File: src/rtl/player_mover.sv
// Debounced button-driven sprite mover with hold/auto-repeat stepping,
// collision and screen-bound refusal, and color cycling on the centre button.
module player_mover #(
    parameter int PWIDTH     = 12,
    parameter int PHEIGHT    = 12,
    parameter int H_START    = 314,
    parameter int V_START    = 234,
    parameter int COLOR_INIT = 1,
    parameter int DB_CYCLES  = 500000,
    parameter int RPT_DELAY  = 25000000,
    parameter int RPT_PERIOD = 2000000
) (
    input  logic       clk,
    input  logic       rst_n,
    input  logic       btnU,
    input  logic       btnD,
    input  logic       btnR,
    input  logic       btnL,
    input  logic       btnC,
    input  logic       block_up,
    input  logic       block_down,
    input  logic       block_left,
    input  logic       block_right,
    output logic [3:0] btns,
    output logic       step_tick,
    output logic [9:0] player_hPos,
    output logic [9:0] player_vPos,
    output logic [3:0] player_color,
    output logic       bump
);
    localparam logic [1:0] S_IDLE   = 2'd0;
    localparam logic [1:0] S_HOLD   = 2'd1;
    localparam logic [1:0] S_REPEAT = 2'd2;

    logic [4:0]  raw;
    logic [4:0]  sync1_q;
    logic [4:0]  sync2_q;
    logic [4:0]  db_q;
    logic [4:0]  db_d;
    logic [31:0] dbcnt_q [5];
    logic [31:0] dbcnt_d [5];
    logic [3:0]  btns_q;
    logic [3:0]  btns_d;
    logic [1:0]  state_q;
    logic [1:0]  state_d;
    logic [31:0] cnt_q;
    logic [31:0] cnt_d;
    logic [3:0]  code_q;
    logic [3:0]  code_d;
    logic        step_req;
    logic        step_tick_q;
    logic [9:0]  hpos_q;
    logic [9:0]  hpos_d;
    logic [9:0]  vpos_q;
    logic [9:0]  vpos_d;
    logic        bump_q;
    logic        bump_d;
    logic        cprev_q;
    logic [3:0]  color_q;
    logic [3:0]  color_d;
    logic [10:0] vbot;
    logic [10:0] hright;

    // bit order: 0=U 1=D 2=R 3=L 4=C
    assign raw = {btnC, btnL, btnR, btnD, btnU};

    always_comb begin
        db_d = db_q;
        for (int i = 0; i < 5; i++) begin
            dbcnt_d[i] = '0;
            if (sync2_q[i] != db_q[i]) begin
                if (dbcnt_q[i] == 32'(DB_CYCLES - 1)) begin
                    db_d[i] = sync2_q[i];
                end else begin
                    dbcnt_d[i] = dbcnt_q[i] + 32'd1;
                end
            end
        end
    end

    always_comb begin
        unique case (db_q[3:0])
            4'b0001: btns_d = 4'd8;
            4'b0010: btns_d = 4'd4;
            4'b0100: btns_d = 4'd2;
            4'b1000: btns_d = 4'd1;
            default: btns_d = 4'd0;
        endcase
    end

    always_comb begin
        state_d  = state_q;
        cnt_d    = cnt_q;
        code_d   = code_q;
        step_req = 1'b0;
        case (state_q)
            S_IDLE: begin
                if (btns_q != 4'd0) begin
                    step_req = 1'b1;
                    cnt_d    = '0;
                    code_d   = btns_q;
                    state_d  = S_HOLD;
                end
            end
            S_HOLD: begin
                if (btns_q == 4'd0) begin
                    cnt_d   = '0;
                    state_d = S_IDLE;
                end else if (btns_q != code_q) begin
                    step_req = 1'b1;
                    cnt_d    = '0;
                    code_d   = btns_q;
                end else if (cnt_q == 32'(RPT_DELAY - 1)) begin
                    step_req = 1'b1;
                    cnt_d    = '0;
                    state_d  = S_REPEAT;
                end else begin
                    cnt_d = cnt_q + 32'd1;
                end
            end
            S_REPEAT: begin
                if (btns_q == 4'd0) begin
                    cnt_d   = '0;
                    state_d = S_IDLE;
                end else if (btns_q != code_q) begin
                    step_req = 1'b1;
                    cnt_d    = '0;
                    code_d   = btns_q;
                    state_d  = S_HOLD;
                end else if (cnt_q == 32'(RPT_PERIOD - 1)) begin
                    step_req = 1'b1;
                    cnt_d    = '0;
                end else begin
                    cnt_d = cnt_q + 32'd1;
                end
            end
            default: begin
                cnt_d   = '0;
                state_d = S_IDLE;
            end
        endcase
    end

    // 11-bit sums so the far-edge tests cannot overflow
    assign vbot   = {1'b0, vpos_q} + 11'(PHEIGHT);
    assign hright = {1'b0, hpos_q} + 11'(PWIDTH);

    always_comb begin
        hpos_d = hpos_q;
        vpos_d = vpos_q;
        bump_d = 1'b0;
        if (step_tick_q) begin
            case (btns_q)
                4'd8: begin
                    if (!block_up && vpos_q != 10'd0) vpos_d = vpos_q - 10'd1;
                    else bump_d = 1'b1;
                end
                4'd4: begin
                    if (!block_down && vbot < 11'd480) vpos_d = vpos_q + 10'd1;
                    else bump_d = 1'b1;
                end
                4'd2: begin
                    if (!block_right && hright < 11'd640) hpos_d = hpos_q + 10'd1;
                    else bump_d = 1'b1;
                end
                4'd1: begin
                    if (!block_left && hpos_q != 10'd0) hpos_d = hpos_q - 10'd1;
                    else bump_d = 1'b1;
                end
                default: ;
            endcase
        end
    end

    always_comb begin
        color_d = color_q + {3'b000, db_q[4] & ~cprev_q};
    end

    always_ff @(posedge clk or negedge rst_n) begin
        if (!rst_n) begin
            sync1_q     <= '0;
            sync2_q     <= '0;
            db_q        <= '0;
            for (int i = 0; i < 5; i++) dbcnt_q[i] <= '0;
            btns_q      <= '0;
            state_q     <= S_IDLE;
            cnt_q       <= '0;
            code_q      <= '0;
            step_tick_q <= 1'b0;
            hpos_q      <= 10'(H_START);
            vpos_q      <= 10'(V_START);
            bump_q      <= 1'b0;
            cprev_q     <= 1'b0;
            color_q     <= 4'(COLOR_INIT);
        end else begin
            sync1_q     <= raw;
            sync2_q     <= sync1_q;
            db_q        <= db_d;
            for (int i = 0; i < 5; i++) dbcnt_q[i] <= dbcnt_d[i];
            btns_q      <= btns_d;
            state_q     <= state_d;
            cnt_q       <= cnt_d;
            code_q      <= code_d;
            step_tick_q <= step_req;
            hpos_q      <= hpos_d;
            vpos_q      <= vpos_d;
            bump_q      <= bump_d;
            cprev_q     <= db_q[4];
            color_q     <= color_d;
        end
    end

    assign btns         = btns_q;
    assign step_tick    = step_tick_q;
    assign player_hPos  = hpos_q;
    assign player_vPos  = vpos_q;
    assign player_color = color_q;
    assign bump         = bump_q;

endmodule

File: config.mk
export PLATFORM = sky130hd
export DESIGN_NAME = player_mover
export DESIGN_NICKNAME = d
export VERILOG_FILES = /design/src/rtl/player_mover.sv
export SDC_FILE = /design/constraint.sdc
export NUM_CORES = 1
export LEC_CHECK = 0
export BUFFER_PORTS_ARGS = -buffer_cell sky130_fd_sc_hd__buf_2
export CELL_PAD_IN_SITES_DETAIL_PLACEMENT = 0
export CELL_PAD_IN_SITES_GLOBAL_PLACEMENT = 1
export CORE_UTILIZATION = 40
export DETAILED_ROUTE_END_ITERATION = 10
export HOLD_SLACK_MARGIN = 0.02
export PLACE_DENSITY_LB_ADDON = 0.1
export SYNTH_ARGS = -nofsm -noshare
export SYNTH_HDL_FRONTEND = slang
export SYNTH_SLANG_ARGS = --single-unit
File: constraint.sdc
create_clock -name clk -period 2.3 [get_ports clk]
set_input_delay 0.115 -clock clk [delete_from_list [all_inputs] [get_ports clk]]
set_output_delay 0.115 -clock clk [all_outputs]
set_load 0.03 [all_outputs]
==> qor.csv, run 1 <==
metric,value,unit
setup_viol,9,
synth_top_cell_area_share,46.9,%
antenna_cells,0,
rows,64,
synthToLayoutAreaGrowth,21.3,%
hp-class,input pin to asynchronous set/reset pin,
synth.avg_cell_area,9.73,um2
slowest_delay,0.56,ns
synth_ff_type,dfrtp_1,
post-route-period-util,106,%
finClkSkew,0.0146,ns
p_per_area,624,mW/mm2
synth_common_cells,"233 x dfrtp_1, 227 x nor2_1, 93 x nand2_1, 93 x xnor2_1, 89 x xor2_1",
worstMarginPinSlew,0.571,ns
ir_drop,545,uV
r2r_cells,6,
synth_nets,1319,
combPwrFrac,2.7,%
path_cells,or4b_1 > or4_4 > nor4_4 > a21oi_2 > a211oi_4 > mux2_4,
grt_pass1_vias,9072,
antenna_left,0,
synth.area.top_cells,"dfrtp_1 47%, nor2_1 6.9%, xnor2_1 6.6%",
cp_max_fo,2,
critPathSlowestCell,or4_4,
finalCoreUtilization,49.3,%
p_sw,1970,uW
die_h,178,um
clk_path_buf_depth,3,
pwr-share-seq,46.3,%
dr.pass1.iters,4,
design.die.area,0.0318,mm2
path_class,register to register,
grt_first_pass_wirelength,44.0,mm
ff2ff_setup_slack,-0.13,ns
grt_max_degree,64,
leakagePower,0.00666,uW
globalRouteTotalUtil,16.7,%
place_congestion,0.824,
wl_per_cell,14.2,um
clkSlewWorstSetupHoldPaths,0.06,ns
crit_path_end_kind,register,
yosys.area.top_type,dfrtp_1,
final_hold_viol_count,0,
drv_slew,0,
antenna_found_initial,0,
power.share.clock,51.1,%
cts_made_buffers,28,
layout-drive-gt1-share,18.3,%
cts_tree,done,
setup_ws,-0.127,ns
synthArstFlopShare,100,%
rsz0062_at_grt,yes,
start_kind,register,
die_w,178,um
initial_core_util,40.6,%
synth_seq_cells,244,
cts_max_level,1,
numPortBuffers,40,
fmax,0.412,GHz
wl,25.8,mm
fin_nets,1440,
core,0.0306,mm2
root_buffer,clkbuf_16,
drc,0,
dpl.hpwl,17.4,mm
syn_area,0.0124,mm2
vias_per_cell,5.09,
cap_violations,0,
p_total,9410,uW
r2r_start,cnt_q[10],
switching_share,21.0,%
synth.distinct_cells,65,
cts_sinks,244,
synth-edff-count,0,
pin_count,41,
ys_seq_area_share,49.2,%
synthCells,1278,
slew_headroom,61.6,%
vias,9245,
intPower,7440,uW
cp.arrival,2.85,ns
insertion_delay,0.54,ns
drtIter0Drc,360,
min_period,2.43,ns
violations,negative setup slack,
yosysMostFrequentCell,dfrtp_1,
grt_overflow_total,0,
yosys_warnings,0,
required,2.72,ns
outcome,finished with violations,
r2r-end,state_q[1],
## per-stage QoR
step | hold slack (ns) | worst slack, ns | instance area (um2) | instances | TNS, ns
3_3_place_gp | 0.0997 | -0.0805 | 13700 | 1753 | -0.231
4_1_cts | 0.0933 | -0.142 | 14800 | 1812 | -1.33
2_1_floorplan | -0.181 | -0.152 | 12500 | 1278 | -0.777
6_report | 0.118 | -0.127 | 15100 | 1817 | -0.324
3_5_place_dp | 0.100 | -0.124 | 13700 | 1753 | -1.05
5_1_grt | 0.152 | -0.168 | 15100 | 1817 | -2.95
## what timing repair did
item | in CTS | in global routing
setup buffers | 0 | 5
pin swaps | 5 | 16
gates resized for setup | 8 | 43
endpoints found under the setup margin | 34 | 42
hold endpoints to repair | 222 | 0
hold buffers | 7 | 0
## flip-flops by register name (all words and copies together) (netlist names), 2 cells and up
signal and count:
state_q 2, cnt_q 32, sync1_q 5, player_color 4, btns 4, player_hPos 10, sync2_q 5, code_q 4
player_vPos 10, dbcnt_q 160, db_q 5
## power by group through the flow
stage	clock (uW)	combinational, uW	sequential (uW)
after floorplan	0	89.6	4430
after global placement	0	254	4430
after detailed placement	0	254	4430
after CTS	4980	265	4350
after global routing	5140	291	4360
final	4810	252	4350
## cell usage in the layout (no fill, tap or decap), types with 5 or more instances in the layout
cell type	n
or3_1	16
nor2_1	223
nand3_1	69
buf_4	65
dlygate4sd3_1	7
dfrtp_1	229
ha_4	7
nor3_1	39
clkbuf_8	9
and2_1	6
and4_1	14
and3_1	33
dfstp_2	11
o21ai_1	5
ha_1	20
buf_2	39
xnor2_1	93
clkbuf_16	29
nand2_1	92
nand4_1	38
o21ai_0	21
xor2_1	89
buf_12	10
nor4_1	35
nor4b_1	10
or2_2	5
clkbuf_1	5
a21oi_1	27
mux2_2	21
a31oi_1	8
inv_1	32
a21o_1	6
## cell type report
class	instances	area [um2]
repair buffers	126	1010
clock buffers	43	868
inverters	33	124
multi-input cells	966	6310
flip-flops and latches	244	6120
clock inverters	9	148
fillers	2865	15500
well taps	396	495
## metal layers
layer | vias to the layer above | part of all wire (%) | track usage (%)
li1 | 4674 | - | -
met1 | 4442 | 50 | 23.4
met2 | 97 | 45 | 27.3
met3 | 32 | 2.8 | 2.15
met4 | 0 | 1.6 | 3.92
met5 | - | 0 | 0
## critical path, delay by kind of cell, from the launching register on
family / cells / cell delay [ns]
multiplexers: 1 / 0.33
flip-flops: 1 / 0.37
AND/OR/NAND/NOR: 3 / 1.29
AO/OA/AOI/OAI: 2 / 0.33
## worst max-delay path by stage
stage	end	from	slack [ns]
after floorplan	player_vPos[8]	btns[2]	-0.15
after global placement	player_vPos[8]	btns[3]	-0.08
after detailed placement	state_q[1]	cnt_q[10]	-0.12
after CTS	state_q[1]	cnt_q[10]	-0.14
after global routing	state_q[1]	cnt_q[10]	-0.17
final	state_q[1]	cnt_q[10]	-0.13
## cells by family after synthesis
family	Yosys count	share of synthesized area, %
AOI/OAI and AO/OA	107	5.40
xor gates and xnor gates	182	12.8
adders and majority gates	30	3.14
buffers and inverters	68	2.14
DFF	244	49.2
muxes	27	2.45
and+or+nand+nor	620	24.8
Note: power is estimated with default switching activity, not from simulation.
==> inputs of run 2 (changes only) <==
CAP_MARGIN = 20   (was unset)
CELL_PAD_IN_SITES_DETAIL_PLACEMENT = unset   (was 0)
CELL_PAD_IN_SITES_GLOBAL_PLACEMENT = unset   (was 1)
PLACE_DENSITY_LB_ADDON = unset   (was 0.1)
==> run 2 against run 1 <==
Net effect: the run still ends with negative setup slack left; clock-buffer cell count fell by 5; sequential cell count did not move; global-route usage fell by 0.95 points; hold slack got worse by 0.046 ns.
==> qor.csv, run 2 (synthesis results as in run 1) <==
metric,value,unit
stdcell_count,1815,
post-route-period-util,103,%
p_total,8600,uW
cts_max_level,1,
insertion_delay,0.52,ns
route.met2.wl,11.7,mm
dr.pass1.iters,4,
fmax,0.423,GHz
ff2ff_setup_slack,-0.06,ns
fin_area,0.0149,mm2
vias,9310,
place_congestion,0.831,
hp-class,input pin to register,
final_common_cell,dfrtp_1,
dpl.hpwl,16.7,mm
cp_max_fo,8,
start_kind,register,
r2r-end,cnt_q[3],
die_h,178,um
pin_count,41,
required,2.71,ns
antenna_left,0,
synthToLayoutAreaGrowth,19.5,%
globalRouteTotalUtil,15.7,%
highest_layer,met4,
numPortBuffers,40,
rsz0062_at_grt,yes,
setup_viol,7,
core,0.0306,mm2
cts_made_buffers,27,
path_class,register to register,
crit_family,simple AND/OR/NAND/NOR gates,
p_per_area,579,mW/mm2
drtIter0Drc,446,
path_buf_inv,1,
top_regs,"dbcnt_q x160, cnt_q x32",
r2r_cells,7,
regMostFlops,dbcnt_q,
wl_per_cell,13.6,um
worstMarginPinSlew,0.615,ns
grt_pass1_vias,9032,
fin_nets,1442,
setup_ws,-0.0644,ns
largest_reg_flops,160,
slowest_delay,0.55,ns
die_w,178,um
hold_depth,4,
root_buffer,clkbuf_16,
cts_tree,done,
layout-drive-gt1-share,18.5,%
clk_path_buf_depth,3,
holdCritStartpoint,block_left,
rows,64,
r2r_start,cnt_q[10],
hold_ws,0.0721,ns
vias_per_cell,5.13,
antenna_cells,0,
finClkSkew,0.0105,ns
final_hold_viol_count,0,
hold-path-endpoint,bump,
initial_core_util,40.6,%
leakagePower,0.00657,uW
place_inst,1753,
violations,negative setup slack,
ir_drop,448,uV
crit_path_end_kind,register,
cts_sinks,244,
wl,24.7,mm
grt_max_degree,78,
grt_first_pass_wirelength,42.0,mm
drc,0,
finalCoreUtilization,48.6,%
design.die.area,0.0318,mm2
path_cells,or4b_1 > or4_4 > a22oi_2 > a21oi_4 > buf_12 > a21o_1 > a22o_1,
place_area,0.0137,mm2
wl_met1,11.8,mm
clkSlewWorstSetupHoldPaths,0.06,ns
drv_slew,0,
grt_overflow_total,0,
min_period,2.36,ns
cp-startpoint,cnt_q[10],
antenna_found_initial,0,
cap_violations,0,
slew_headroom,59.0,%
final_cell_mix,"229 x dfrtp_1, 213 x nor2_1, 93 x xnor2_1, 90 x nand2_1, 89 x xor2_1",
cp.arrival,2.78,ns
critPathSlowestCell,or4_4,
wl_met3,709,um
outcome,finished with violations,
run 2: cell count changes in the layout (fill, tap and decap cells not counted), moves of 3 or more:
cell,change
clkinv_2,+4
nor2_2,+8
nor2_1,-10
clkbuf_8,-3
bufinv_16,-4
ha_1,+3
buf_6,+3
ha_4,-4
run 2: layer usage:
metal  GRT usage [%]  vias to the layer above
met4            3.92                        0
met2            26.6                      107
met5               0                        -
met3            2.02                       30
li1                -                     4676
met1            21.3                     4497
run 2: repair_timing:
| action | in CTS | in global routing |
|---|---|---|
| buffers inserted | 1 | 6 |
| gates cloned | 0 | 2 |
| hold buffers | 6 | 0 |
| endpoints found under the hold margin | 77 | 0 |
| pin swaps | 10 | 18 |
| setup endpoints to repair | 22 | 42 |
| resized for setup | 14 | 44 |
run 2: how the worst max path moves through the flow:
stage / to / cells after the start
after floorplan: player_vPos[8] / 10
after global placement: player_vPos[8] / 10
after detailed placement: player_vPos[8] / 10
after CTS: state_q[1] / 6
after global routing: state_q[1] / 6
final: cnt_q[3] / 7
run 2: layout make-up:
class                   count  area (um2)
clock inverters             9        48.8
inverters                  33         124
well taps                 396         495
flip-flops and latches    244        6120
multi-input cells         966        6260
fillers                  2818       15700
repair buffers            129        1030
clock buffers              38         777
run 2: stage by stage:
step	TNS, ns	worst slack, ns
finish	-0.214	-0.0644
global route	-2.06	-0.158
CTS	-0.351	-0.0634
detailed placement	-0.691	-0.144
global placement	-0.235	-0.113
floorplan	-0.777	-0.152
run 2: worst min-delay path: cells and delay by family:
| family | cells | cell delay (ns) |
|---|---|---|
| compound gates | 3 | 0.37 |
| buf+inv | 1 | 0.08 |
run 2: power by group:
part / total, uW / internal [uW] / switching (uW)
clock: 4000 / 2330 / 1670
sequential: 4350 / 4330 / 28.3
combinational: 241 / 77.1 / 164
==> inputs of run 3 (changes only) <==
CTS_BUF_LIST = sky130_fd_sc_hd__clkbuf_8 sky130_fd_sc_hd__clkbuf_16   (was unset)
==> run 3 against run 2 <==
Net effect: the run still ends with negative setup slack left; sequential power about the same; register-to-register slack about the same; core utilization unchanged; hold slack about the same; sequential cell count unchanged; combinational power about the same; critical path depth unchanged; clock skew about the same; clock power is essentially flat; critical endpoint unchanged; largest cell class unchanged.
==> qor.csv, run 3 (synthesis results as in run 1) <==
metric,value,unit
clkSlewWorstSetupHoldPaths,0.06,ns
clk_path_buf_depth,3,
holdCritStartpoint,block_left,
post-route-period-util,103,%
cp_max_fo,8,
largest_reg_flops,160,
fillers,2818,
drtIter0Drc,492,
start_kind,register,
cts_made_buffers,27,
globalRouteTotalUtil,15.7,%
grt_max_degree,78,
outcome,finished with violations,
initial_core_util,40.6,%
hp-class,input pin to register,
final_hold_viol_count,0,
setup_tns,-0.220,ns
setup_viol,7,
r2r_start,cnt_q[10],
die_h,178,um
dpl.hpwl,16.7,mm
worstMarginPinSlew,0.616,ns
vias_per_cell,5.13,
cts_max_level,1,
antenna_found_initial,0,
wl,24.7,mm
path_class,register to register,
pin_count,41,
fin_nets,1442,
ir_drop,449,uV
stdcell_count,1815,
crit_path_end_kind,register,
finClkSkew,0.0107,ns
grt_overflow_total,0,
finalCoreUtilization,48.6,%
cts_tree,done,
path_cells,or4b_1 > or4_4 > a22oi_2 > a21oi_4 > buf_12 > a21o_1 > a22o_1,
setup_ws,-0.0636,ns
dr.pass1.iters,4,
grt_first_pass_wirelength,42.0,mm
cap_violations,0,
insertion_delay,0.52,ns
antenna_cells,0,
grt_pass1_vias,9032,
ff2ff_setup_slack,-0.06,ns
vias,9306,
p_total,8570,uW
cp.arrival,2.78,ns
numPortBuffers,40,
regMostFlops,dbcnt_q,
synthToLayoutAreaGrowth,19.5,%
place_inst,1753,
critPathSlowestCell,or4_4,
place_congestion,0.831,
design.die.area,0.0318,mm2
p_per_area,577,mW/mm2
cts_sinks,244,
slew_headroom,59.0,%
drc,0,
antenna_left,0,
die_w,178,um
min_period,2.36,ns
top_regs,"dbcnt_q x160, cnt_q x32",
final_cell_mix,"229 x dfrtp_1, 213 x nor2_1, 93 x xnor2_1, 90 x nand2_1, 89 x xor2_1",
drv_slew,0,
leakagePower,0.00659,uW
rsz0062_at_grt,yes,
fmax,0.423,GHz
root_buffer,clkbuf_16,
layout-drive-gt1-share,18.5,%
wl_per_cell,13.6,um
cp-startpoint,cnt_q[10],
core,0.0306,mm2
slowest_delay,0.55,ns
hold_ws,0.0722,ns
violations,negative setup slack,
final_common_cell,dfrtp_1,
required,2.71,ns
rows,64,
==> run 3: power by group <==
part | switching [uW] | internal [uW]
Sequential | 28.3 | 4330
Combinational | 165 | 77.1
Clock | 1670 | 2310
Total | 1860 | 6720
==> run 3: final timing paths <==
kind,endpoint,cells after the start
min in group asynchronous,player_hPos[0],2
max,cnt_q[3],7
min reg2reg,sync2_q[2],0
max reg2reg,cnt_q[3],7
max in group asynchronous,player_vPos[6],3
min,bump,4
==> run 3: layout make-up <==
cell class | count | area, um2 | area share (%)
clock buffer | 33 | 758 | 5.10
timing repair buffer | 129 | 1030 | 6.91
multi-input combinational | 966 | 6260 | 42.1
sequential | 244 | 6120 | 41.2
clock inverter | 14 | 67.6 | 0.455
inverter | 33 | 124 | 0.834
tap | 396 | 495 | 3.34
==> run 3: worst max-delay path, delay by kind of cell, from the launching register on <==
family	cells	cell delay, ns
buffers and inverters	1	0.16
flip-flops	1	0.37
AND/OR/NAND/NOR	2	1.06
AO/OA/AOI/OAI	4	0.66
==> run 3: what timing repair did <==
action,4_1_cts,5_1_grt
cloned,0,2
hold buffers,6,0
buffers inserted,1,6
pin swaps,10,18
setup endpoints to repair,22,42
endpoints found under the hold margin,77,0
resized for setup,14,44
==> run 3: metrics by stage <==
| stage | setup WS (ns) | instance area [um2] |
|---|---|---|
| CTS | -0.0634 | 14600 |
| detailed placement | -0.144 | 13700 |
| global placement | -0.113 | 13700 |
| finish | -0.0636 | 14900 |
| global route | -0.158 | 14900 |
| floorplan | -0.152 | 12500 |
==> run 3: routing by layer <==
metal | GRT usage, % | vias to the layer above | wire [um]
met5 | 0 | - | 0
met3 | 2.02 | 30 | 712
met1 | 21.3 | 4489 | 11800
li1 | - | 4678 | -
met4 | 3.92 | 0 | 419
met2 | 26.6 | 109 | 11800
